==> config.mk <==
export PLATFORM = sky130hd
export DESIGN_NAME = hazard_ctrl
export DESIGN_NICKNAME = d
export VERILOG_FILES = /design/src/rtl/hazard_pkg.sv /design/src/rtl/hazard_ctrl_fwd_unit.sv /design/src/rtl/hazard_ctrl.sv
export SDC_FILE = /design/constraint.sdc
export NUM_CORES = 1
export LEC_CHECK = 0
export ABC_AREA = 1
export CAP_MARGIN = 20
export CELL_PAD_IN_SITES_DETAIL_PLACEMENT = 0
export CELL_PAD_IN_SITES_GLOBAL_PLACEMENT = 1
export CORE_MARGIN = 4
export CORE_UTILIZATION = 30
export CTS_CLUSTER_SIZE = 8
export DETAILED_ROUTE_END_ITERATION = 8
export MAX_ROUTING_LAYER = met4
export PLACE_DENSITY = 0.95
export REMOVE_ABC_BUFFERS = 1
export SYNTH_ARGS = -nofsm -noshare
export SYNTH_HDL_FRONTEND = slang
export SYNTH_SLANG_ARGS = --single-unit
==> constraint.sdc <==
create_clock -name clk -period 5.9 [get_ports clk]
set_input_delay 1.475 -clock clk [delete_from_list [all_inputs] [get_ports clk]]
set_output_delay 1.475 -clock clk [all_outputs]
set_load 0.01 [all_outputs]
==> src/rtl/hazard_pkg.sv <==
// hazard_pkg: shared state encoding and forwarding-select constants for hazard_ctrl.
package hazard_pkg;
  typedef enum logic [1:0] {INIT, RUN, LDSTALL, MEMWAIT} state_e;
  localparam logic [1:0] FWD_RF  = 2'b00;
  localparam logic [1:0] FWD_MEM = 2'b01;
  localparam logic [1:0] FWD_WB  = 2'b10;
endpackage

==> src/rtl/hazard_ctrl_fwd_unit.sv <==
// fwd_unit: selects the youngest in-flight producer of one EX source operand.
// Ports: src_i (EX source index), mem_rd_i/mem_regwrite_i and wb_rd_i/wb_regwrite_i
// (downstream writers), sel_o (FWD_RF / FWD_MEM / FWD_WB).
module fwd_unit
  import hazard_pkg::*;
#(
  parameter int REGINDEX = 5
) (
  input  logic [REGINDEX-1:0] src_i,
  input  logic [REGINDEX-1:0] mem_rd_i,
  input  logic                mem_regwrite_i,
  input  logic [REGINDEX-1:0] wb_rd_i,
  input  logic                wb_regwrite_i,
  output logic [1:0]          sel_o
);
  logic mem_hit, wb_hit;
  assign mem_hit = mem_regwrite_i && mem_rd_i != '0 && mem_rd_i == src_i;
  assign wb_hit  = wb_regwrite_i && wb_rd_i != '0 && wb_rd_i == src_i;
  assign sel_o   = mem_hit ? FWD_MEM : wb_hit ? FWD_WB : FWD_RF;
endmodule

==> src/rtl/hazard_ctrl.sv <==
// hazard_ctrl: pipeline stall/flush/forward controller for a 5-stage pipeline.
// Inputs: clk, rst (async active-low), ID sources, EX/MEM/WB destinations and
// write flags, ex_branch_taken, dmem_req/dmem_ready handshake.
// Outputs: pipeline-register enables/flushes, fwd_a/fwd_b operand selects,
// stall_cnt (saturating count of cycles with pc_en=0).
// Build option HAZARD_CTRL_FORWARD_EN: enables EX forwarding so only load-use
// stalls remain; without it every RAW on EX/MEM producers stalls.
module hazard_ctrl
  import hazard_pkg::*;
#(
  parameter int REGINDEX = 5,
  parameter int CNTW     = 16
) (
  input  logic                clk,
  input  logic                rst,
  input  logic [REGINDEX-1:0] id_rs1,
  input  logic [REGINDEX-1:0] id_rs2,
  input  logic                id_use_rs1,
  input  logic                id_use_rs2,
  input  logic [REGINDEX-1:0] ex_rs1,
  input  logic [REGINDEX-1:0] ex_rs2,
  input  logic [REGINDEX-1:0] ex_rd,
  input  logic                ex_regwrite,
  input  logic                ex_memread,
  input  logic [REGINDEX-1:0] mem_rd,
  input  logic                mem_regwrite,
  input  logic [REGINDEX-1:0] wb_rd,
  input  logic                wb_regwrite,
  input  logic                ex_branch_taken,
  input  logic                dmem_req,
  input  logic                dmem_ready,
  output logic                pc_en,
  output logic                ifid_en,
  output logic                ifid_flush,
  output logic                idex_en,
  output logic                idex_flush,
  output logic                exmem_en,
  output logic                memwb_en,
  output logic [1:0]          fwd_a,
  output logic [1:0]          fwd_b,
  output logic [CNTW-1:0]     stall_cnt
);
`ifdef HAZARD_CTRL_FORWARD_EN
  localparam bit FWD_EN = 1'b1;
`else
  localparam bit FWD_EN = 1'b0;
`endif
  localparam logic [CNTW-1:0] CNT_MAX = '1;
  state_e state_q, state_d;
  logic [CNTW-1:0] cnt_q, cnt_d;
  logic mem_wait, load_use, raw, stall_req;
  logic [1:0] sel_a, sel_b;
  fwd_unit #(.REGINDEX(REGINDEX)) u_fwd_a (
    .src_i(ex_rs1), .mem_rd_i(mem_rd), .mem_regwrite_i(mem_regwrite),
    .wb_rd_i(wb_rd), .wb_regwrite_i(wb_regwrite), .sel_o(sel_a)
  );
  fwd_unit #(.REGINDEX(REGINDEX)) u_fwd_b (
    .src_i(ex_rs2), .mem_rd_i(mem_rd), .mem_regwrite_i(mem_regwrite),
    .wb_rd_i(wb_rd), .wb_regwrite_i(wb_regwrite), .sel_o(sel_b)
  );
  assign mem_wait = dmem_req && !dmem_ready;
  assign load_use = ex_memread && ex_regwrite && ex_rd != '0 &&
                    ((id_use_rs1 && id_rs1 == ex_rd) || (id_use_rs2 && id_rs2 == ex_rd));
  // Without forwarding, any used source still in flight in EX or MEM must wait;
  // WB needs no stall because the register file writes before it is read.
  assign raw = (id_use_rs1 && ((ex_regwrite && ex_rd != '0 && id_rs1 == ex_rd) ||
                               (mem_regwrite && mem_rd != '0 && id_rs1 == mem_rd))) ||
               (id_use_rs2 && ((ex_regwrite && ex_rd != '0 && id_rs2 == ex_rd) ||
                               (mem_regwrite && mem_rd != '0 && id_rs2 == mem_rd)));
  // With forwarding a load-use needs exactly one bubble, so LDSTALL never re-stalls.
  assign stall_req = FWD_EN ? (load_use && state_q == RUN) : raw;
  always_ff @(posedge clk or negedge rst) begin
    if (!rst) begin
      state_q <= INIT;
      cnt_q   <= '0;
    end else begin
      state_q <= state_d;
      cnt_q   <= cnt_d;
    end
  end
  always_comb begin
    state_d = state_q;
    unique case (state_q)
      INIT:         state_d = RUN;
      RUN, LDSTALL: state_d = mem_wait ? MEMWAIT : ex_branch_taken ? RUN : stall_req ? LDSTALL : RUN;
      MEMWAIT:      state_d = dmem_ready ? RUN : MEMWAIT;
    endcase
  end
  always_comb begin
    pc_en      = 1'b0;
    ifid_en    = 1'b0;
    ifid_flush = 1'b0;
    idex_en    = 1'b0;
    idex_flush = 1'b0;
    exmem_en   = 1'b0;
    memwb_en   = 1'b0;
    if (rst) begin
      unique case (state_q)
        INIT: begin
          {pc_en, ifid_en, idex_en, exmem_en, memwb_en} = '1;
          {ifid_flush, idex_flush} = 2'b11;
        end
        MEMWAIT: {pc_en, ifid_en, idex_en, exmem_en, memwb_en} = {5{dmem_ready}};
        default: begin
          pc_en      = !mem_wait && (ex_branch_taken || !stall_req);
          ifid_en    = pc_en;
          idex_en    = !mem_wait;
          exmem_en   = !mem_wait;
          memwb_en   = !mem_wait;
          ifid_flush = !mem_wait && ex_branch_taken;
          idex_flush = !mem_wait && (ex_branch_taken || stall_req);
        end
      endcase
    end
  end
  assign fwd_a     = (rst && FWD_EN) ? sel_a : FWD_RF;
  assign fwd_b     = (rst && FWD_EN) ? sel_b : FWD_RF;
  assign cnt_d     = (!pc_en && cnt_q != CNT_MAX) ? cnt_q + 1'b1 : cnt_q;
  assign stall_cnt = cnt_q;
endmodule

==> results.md <==
- CP Max Fanout: 18
- Drt drc: 0
- Ratio of routed vias to standard cells: 4.39
- Port Buf Inserts: between 50 and 60
- Pin count of the biggest net entering global routing: 19
- Worst endpoint required time: 4.43 ns
- Vias in the first global route: 1361
- Cell repeated most along the worst path: nand2_1
- Post-synth top area share: 0.296
- CTS-repair resized insts: 0
- RSZ-0062 raised after global routing: false
- Nets: between 300 and 400
- Setup bufs post-CTS: 0
- Antenna viol nets, final: 0
- Peak VDD IR: 157 µV
- Layout Area Growth over Synthesis: 38.2%
- Final setup viols: 0
- Hold Crit Depth: 2
- Yosys top cell by area: dfrtp_1
- Worst Setup Path Type: input port to output pin
- Clk_skew: 0.00473 ns
- Sequential element share of the synthesized area: 0.296
- Fmax: 0.197 GHz
- Maxcap violations: 0
- Row count: 25
- CTS tree: built
- Worst path max stage delay: 0.54 ns
- Crit-path cells: clkdlybuf4s50_1 -> nor2_1 -> nand3b_1 -> nand2_1 -> inv_1 -> nand3_1 -> nand2_1 -> nand2_1 -> nand2_1 -> nand2_1 -> nand2_2 -> inv_1 -> clkdlybuf4s50_1
- Avg Cell Area, Syn: 7.01 µm²
- Die Area: roughly 6300 µm²
- Reg2reg path depth: 11
- Ports: between 70 and 80
- Area contributors post-synth: dfrtp_1 (30%), nand2_1 (16%), xor2_1 (11%)
- Final Hold Violating Endpoints: 0
- Data arrival, critical path: 3.61 ns
- Clk_lat worst skew: 0.26 ns
- Detailed Place HPWL: between 2000 and 3000 µm
- CP max-delay cell: clkdlybuf4s50_1
- Cells after synthesis: 217
- Pins over their slew limit: 0
- DR vias: 1457
- PD cells: 264 nW/µm²
- Leakage power: 0.961 nW
- Sinks on Clock Net: 18
- Fill cells: 497
- GRT Util Overall: 0.122
- Avg WL per Cell: 11.0 µm
- Root buf cell: clkbuf_8
- CTS Hold Bufs: 0
- Die height: 79.2 µm
- DRT iter0 DRCs: 47
- Num CTS Buffers: 3
- Core Footprint: about 4800 µm²
- Antenna cells: 0
- Drt first pass iters: 4
- Crit end category: output pin
- Final setup TNS: 0 ns
- Htree depth: 1
- Period utilization: 0.862
- WL final: around 3700 µm
- Status: finished clean
- FF/Latch Area: 450 µm²
- GPL Wtd Cong: 0.835
- Remaining Overflow, GRT: 0
- Clock Path Buffers: 2
- Register bit count reported by yosys: 18
- Multi-input logic area: 942 µm²
- Final core utilization: 0.437
- Syn Std Cell Area: 1520 µm²
- Crit path launch type: input port
- Clock transition at path regs: 0.06 ns
- Worst Hold Class: flop to flop
- First-pass GRT wire length: approximately 6000 µm
- Netlist cell types: 25
- Die Wd: 79.2 µm
- Ys Warns: 0
- Layout cells sized above 1: 0.0453
- Fin crit period: between 5 and 6 ns
- Initial antenna violation count: 0
- Initial core utilization: 0.316
-- per-layer routing --
layer  track usage  routed length, µm
met4        0.0206                 21
met1         0.152               1700
met5             -                  0
met2         0.205               1800
met3        0.0261                140
-- through the flow --
stage	hold slack (ns)	instance area [µm²]	setup WS [ns]	power, mW	std cells
after floorplan	0.527	1460	1.99	0.334	210
after global placement	0.484	2060	0.808	0.469	329
after detailed placement	0.494	2060	0.797	0.473	329
after CTS	0.510	2100	0.797	0.562	332
after global routing	0.536	2100	0.584	0.607	332
final	0.508	2100	0.816	0.554	332
-- registers in the layout, summed over array words and instances, names as in the netlist --
signal and flops:
stall_cnt 16, state_q 2
-- layout make-up --
cell class	count	area share
multi-input cells	174	0.448
flip-flops and latches	18	0.214
inverters	18	0.0321
well taps	67	0.0399
clock buffers	3	0.0196
repair buffers	52	0.246
-- kinds of logic (layout without fill, tap and decap cells) --
group | count (synthesis) | after routing | synth area share
AO/OA/AOI/OAI | 6 | 6 | 0.0206
flip-flops | 18 | 18 | 0.296
other | 1 | 4 | 0.00246
buffers and inverters | 28 | 73 | 0.0921
AND/OR/NAND/NOR | 128 | 128 | 0.372
XOR/XNOR | 32 | 32 | 0.184
adder cells (fa/ha/maj) | 4 | 4 | 0.0329
-- synthesized netlist by cell type --
master	instances
a21oi_1	3
a31oi_1	1
buf_2	1
buf_4	7
buf_6	1
clkbuf_1	1
conb_1	1
dfrtp_1	18
ha_1	4
inv_1	18
nand2_1	66
nand2_2	3
nand2_4	1
nand3_1	27
nand3b_1	2
nand4_1	1
nor2_1	21
nor2_2	2
nor3_1	1
nor3_2	1
nor3b_2	1
nor4_1	2
o21ai_0	2
xnor2_1	13
xor2_1	19
-- cell usage in the layout (no fill, tap or decap) --
cell	instances
nor3_1	1
xor2_1	19
buf_4	1
nand3b_1	2
nand2_1	66
nor3_2	1
nor2_1	21
nand2_4	1
xnor2_1	13
nand4_1	1
nand2_2	3
nor2_2	2
dfrtp_1	18
a21oi_1	3
clkdlybuf4s50_1	51
o21ai_0	2
conb_1	4
inv_1	18
nor4_1	2
nand3_1	27
clkbuf_8	3
a31oi_1	1
nor3b_2	1
ha_1	4
-- power breakdown --
| part | switching (mW) | internal, mW | total [mW] |
|---|---|---|---|
| Combinational | 0.145 | 0.141 | 0.286 |
| Clock | 0.0404 | 0.0454 | 0.0858 |
| Sequential | 0.0342 | 0.149 | 0.183 |
-- worst max-delay path: cells and delay by family --
| family | cells | cell delay, ns |
|---|---|---|
| buf+inv | 4 | 1.20 |
| simple gates | 9 | 0.93 |
-- path summary, 6_finish.rpt --
| check | from | endpoint | slack, ns |
|---|---|---|---|
| setup / recovery | mem_rd[0] | ifid_en | 0.82 |
| hold / removal | stall_cnt[15]$_DFFE_PN0P_ | stall_cnt[15]$_DFFE_PN0P_ | 0.51 |
| setup reg to reg | stall_cnt[0]$_DFFE_PN0P_ | stall_cnt[2]$_DFFE_PN0P_ | 3.70 |
| hold reg to reg | stall_cnt[15]$_DFFE_PN0P_ | stall_cnt[15]$_DFFE_PN0P_ | 0.51 |
| max in group asynchronous | rst | stall_cnt[6]$_DFFE_PN0P_ | 4.06 |
| min in group asynchronous | rst | stall_cnt[11]$_DFFE_PN0P_ | 1.64 |
No activity file was read; power rests on OpenSTA's default activity.
